==> config.mk <==
export PLATFORM = sky130hd
export DESIGN_NAME = mux4_rr_arbiter
export DESIGN_NICKNAME = d
export VERILOG_FILES = /design/src/rtl/mux4_rr_arbiter.sv
export SDC_FILE = /design/constraint.sdc
export NUM_CORES = 1
export LEC_CHECK = 0
export CORE_ASPECT_RATIO = 0.9
export CORE_MARGIN = 5
export CORE_UTILIZATION = 49
export CTS_CLUSTER_DIAMETER = 150
export CTS_CLUSTER_SIZE = 16
export DETAILED_ROUTE_END_ITERATION = 10
export GPL_ROUTABILITY_DRIVEN = 0
export PLACE_DENSITY_LB_ADDON = 0.2
export REMOVE_ABC_BUFFERS = 1
export SLEW_MARGIN = 20
export SYNTH_ARGS = -nofsm -noshare
export SYNTH_HDL_FRONTEND = slang
export SYNTH_SLANG_ARGS = --single-unit
export TNS_END_PERCENT = 20
==> constraint.sdc <==
create_clock -name clk -period 1.7 [get_ports clk]
set_input_delay 0.255 -clock clk [delete_from_list [all_inputs] [get_ports clk]]
set_output_delay 0.255 -clock clk [all_outputs]
set_load 0.01 [all_outputs]
==> src/rtl/mux4_rr_arbiter.sv <==
// Round-robin arbiter and 4:1 mux sequencer with a bounded hold time per owner.
// Define MUX4_ARB_FIXED_PRIO_EN to switch arbitration to fixed priority (index 0 highest).
module mux4_rr_arbiter #(
    parameter int unsigned HOLD_MAX = 8
) (
    input  logic       clk,
    input  logic       rst,
    input  logic [3:0] req,
    input  logic       c0,
    input  logic       c1,
    input  logic       c2,
    input  logic       c3,
    output logic [3:0] gnt,
    output logic       s1,
    output logic       s0,
    output logic       busy,
    output logic       z
);

    typedef enum logic {
        IDLE  = 1'b0,
        GRANT = 1'b1
    } state_t;

    state_t      state_r;
    logic [1:0]  ptr_r;
    logic [1:0]  sel_r;
    logic [7:0]  hcnt_r;
    logic [3:0]  gnt_r;
    logic        busy_r;
    logic [1:0]  pick_s;
    logic [1:0]  cand_s;
    logic [3:0]  c_s;

    // Winner search; candidates are scanned from lowest precedence upward so the last hit wins.
    always_comb begin
        pick_s = 2'd0;
        cand_s = 2'd0;
        for (int k = 3; k >= 0; k--) begin
`ifdef MUX4_ARB_FIXED_PRIO_EN
            cand_s = 2'(k);
`else
            cand_s = ptr_r + 2'(k);
`endif
            if (req[cand_s]) begin
                pick_s = cand_s;
            end else begin
                pick_s = pick_s;
            end
        end
    end

    // Grant state machine with registered grant, select and busy outputs.
    always_ff @(posedge clk or posedge rst) begin
        if (rst) begin
            state_r <= IDLE;
            ptr_r   <= 2'd0;
            sel_r   <= 2'd0;
            hcnt_r  <= 8'd0;
            gnt_r   <= 4'b0000;
            busy_r  <= 1'b0;
        end else begin
            case (state_r)
                IDLE: begin
                    if (|req) begin
                        state_r <= GRANT;
                        gnt_r   <= 4'b0001 << pick_s;
                        sel_r   <= pick_s;
                        busy_r  <= 1'b1;
                        hcnt_r  <= 8'd1;
                        ptr_r   <= pick_s + 2'd1;
                    end else begin
                        state_r <= IDLE;
                    end
                end
                GRANT: begin
                    // Owner dropping its request or reaching the hold bound both release.
                    if (!req[sel_r] || (32'(hcnt_r) >= HOLD_MAX)) begin
                        state_r <= IDLE;
                        gnt_r   <= 4'b0000;
                        busy_r  <= 1'b0;
                        hcnt_r  <= 8'd0;
                    end else begin
                        hcnt_r  <= hcnt_r + 8'd1;
                    end
                end
                default: begin
                    state_r <= IDLE;
                    gnt_r   <= 4'b0000;
                    busy_r  <= 1'b0;
                    hcnt_r  <= 8'd0;
                end
            endcase
        end
    end

    assign c_s  = {c3, c2, c1, c0};
    assign z    = busy_r ? c_s[sel_r] : 1'b0;
    assign gnt  = gnt_r;
    assign s1   = sel_r[1];
    assign s0   = sel_r[0];
    assign busy = busy_r;

endmodule
==> results_dict.tcl <==
set metrics [dict create \
    seq_area_frac_synth_pct 51.7 \
    cts_sinks 18 \
    dieArea_mm2 0.00272 \
    hold_buffers 0 \
    die_w_um 54.4 \
    critPathMaxFanout 2 \
    pin_count 18 \
    violations "setup timing" \
    initial_core_util_pct 51.8 \
    antenna_found_initial 0 \
    h-tree-depth 1 \
    clk_latency_ns 0.29 \
    syn-mean-instance-area_um2 10.2 \
    core_area_mm2 0.00168 \
    cts.clk_slew.worst_paths_ns 0.10 \
    vias 721 \
    grt_pass1_wl_um 3160 \
    yosys_warnings 0 \
    viasPerCell 5.22 \
    syn_to_final_growth_pct 34.9 \
    routed_wirelength_um 1840 \
    powerDensity_mw_per_mm2 1520 \
    max_slew_margin_pct 72.3 \
    stdcell_area_mm2 0.00117 \
    cts_tree "yes" \
    critPathSlowestCell "mux4_2" \
    cp.arrival_ns 1.45 \
    finalWorstSetupSlack_ns -0.00482 \
    finalSetupViolCount 1 \
    p_leak_nw 0.558 \
    slew_viol_final 0 \
    drive_gt1_share_pct 20.2 \
    min-delay-path-class "in -> async" \
    place_area_mm2 0.00113 \
    tightest_slew_ns 0.411 \
    finalHoldViolCount 0 \
    hpwlAfterDp_um 1420 \
    dp_slack_ns -0.334 \
    crit_required_ns 1.44 \
    finalCritPeriodShare_pct 100 \
    crit_chain "mux4_2 -> and2_4 -> buf_6" \
    root_buffer "clkbuf_4" \
    peakVddDrop_mv 0.882 \
    ant_nets 0 \
    final_core_util_pct 69.9 \
    critPathMaxStageDelay_ns 0.50 \
    drtIter0Drc 13 \
    synth-main-ff-cell "dfrtp_1" \
    dr.pass1.iters 4 \
    post_cts_buffers 0 \
    synth_area_um2 871 \
    synth_cell_type_count 30 \
    first_global_vias 712 \
    layout.nets 127 \
    grt_util_all_layers_pct 15.8 \
    skew_ns 0.00265 \
    synth_top_area_share_pct 51.7 \
    syn_inst 85 \
    synthArstFlopShare_pct 100 \
    finalNonFillerCells 138 \
    crit_family "multiplexers" \
    yosys.area.top_type "dfrtp_1" \
    diodes 0 \
    startpoint_type "flop" \
    synth-seq-cells 18 \
    num_rows 14 \
    drc 0 \
    drv_cap 0 \
    period_minus_slack_ns 1.70 \
    yosysMostFrequentCell "dfrtp_1" \
    grt_max_degree 19 \
    clockBufferDepth 2 \
    max_freq_mhz 587 \
    dp.cells 134 \
    synthTopCellsByArea "dfrtp_1 52%, mux4_2 5.2%, inv_1 3.9%" \
    cts_buffers 3 \
    yosys-top-cells-count "18 x dfrtp_1, 9 x inv_1, 8 x nand2_1" \
    cp-end-kind "primary output" \
    wl_per_cell_um 13.3 \
    rsz0062_at_grt "true" \
    critPathBufInv 1 \
    status "complete, but fails checks" \
    synth-edff-count 0 \
    die_h_um 50.0 \
    io_buffers 17 \
    crit_type "reg -> out" \
    grt-ovfl-total 0 \
    worst_hold_slack_ns 0.262 \
]
[cell usage in the layout, fill, tap and decap left out, types with 2 or more instances in the layout]
cell	instances
clkbuf_4	3
clkdlybuf4s50_1	16
a21oi_1	6
ha_1	2
nor2_1	6
o21ai_0	5
mux4_2	2
dfrtp_1	18
buf_4	9
a22o_1	3
and2_1	3
nand2b_1	3
nand2_1	8
inv_1	9
[metrics by stage]
step / power (W) / setup TNS, ns
floorplan: 0.00113 / 0
global placement: 0.00150 / -1.14
detailed placement: 0.00152 / -1.55
CTS: 0.00181 / -0.0281
global route: 0.00194 / -0.0489
finish: 0.00179 / -0.00482
[area by class of cell]
cell class / count / area [µm²]
Fill cell: 147 / 507
Tap cell: 24 / 30.0
Inverter: 9 / 33.8
Multi-Input combinational cell: 57 / 385
Timing Repair Buffer: 26 / 239
Sequential cell: 18 / 450
Clock buffer: 4 / 36.3
[where the power goes]
group | switching (W) | internal [W] | total, W | leakage [nW]
Sequential | 0.000111 | 0.000571 | 0.000682 | 0.231
Combinational | 0.000386 | 0.000460 | 0.000846 | 0.306
Clock | 0.000132 | 0.000130 | 0.000262 | 0.0210
[flip-flops by register name, indices dropped and copies added, names as in the netlist]
name	flops
ptr_r	2
state_r	1
sel_r	2
busy	1
gnt	4
hcnt_r	8
[tightest hold or removal path, cell delays in order]
cell,delay [ns]
clkdlybuf4s50_1,0.39
inv_1,0.05
buf_4,0.24
[per-layer routing]
metal | vias up | GRT usage (%) | routed length (µm) | part of all wire [%]
met2 | 28 | 24.1 | 891 | 48
li1 | 347 | - | - | -
met4 | 0 | 7.47 | 19 | 1.0
met3 | 2 | 3.01 | 109 | 5.9
met5 | - | 0 | 0 | 0
met1 | 344 | 20.9 | 822 | 45
[kinds of logic (layout without fill, tap and decap cells)]
| kind of cell | count (synthesis) | in the layout | synth area share, % |
|---|---|---|---|
| xor gates and xnor gates | 1 | 1 | 1.01 |
| and+or+nand+nor | 31 | 31 | 19.3 |
| DFF | 18 | 18 | 51.7 |
| AOI/OAI and AO/OA | 20 | 20 | 14.4 |
| muxes | 3 | 3 | 6.47 |
| buffers and inverters | 10 | 39 | 4.31 |
| adders and majority gates | 2 | 2 | 2.87 |
[path summary, 6_finish.rpt]
check / from / endpoint / slack, ns / cells after the start
hold / removal: rst / gnt[0]$_DFFE_PP0P_ / 0.26 / 3
setup reg to reg: sel_r[0]$_DFFE_PP0P_ / hcnt_r[3]$_DFFE_PP0P_ / 0.11 / 5
hold reg to reg: hcnt_r[2]$_DFFE_PP0P_ / hcnt_r[2]$_DFFE_PP0P_ / 0.49 / 1
setup / recovery: sel_r[0]$_DFFE_PP0P_ / z / -0.005 / 3
min in group clk: hcnt_r[2]$_DFFE_PP0P_ / hcnt_r[2]$_DFFE_PP0P_ / 0.49 / 1
max in group asynchronous: rst / hcnt_r[4]$_DFFE_PP0P_ / 1.24 / 3
[what timing repair did]
item                       4_1_cts  5_1_grt
pin swaps                        1        0
resized for setup                6        0
setup endpoints to repair        1        1
No activity file was read; power rests on OpenSTA's default activity.
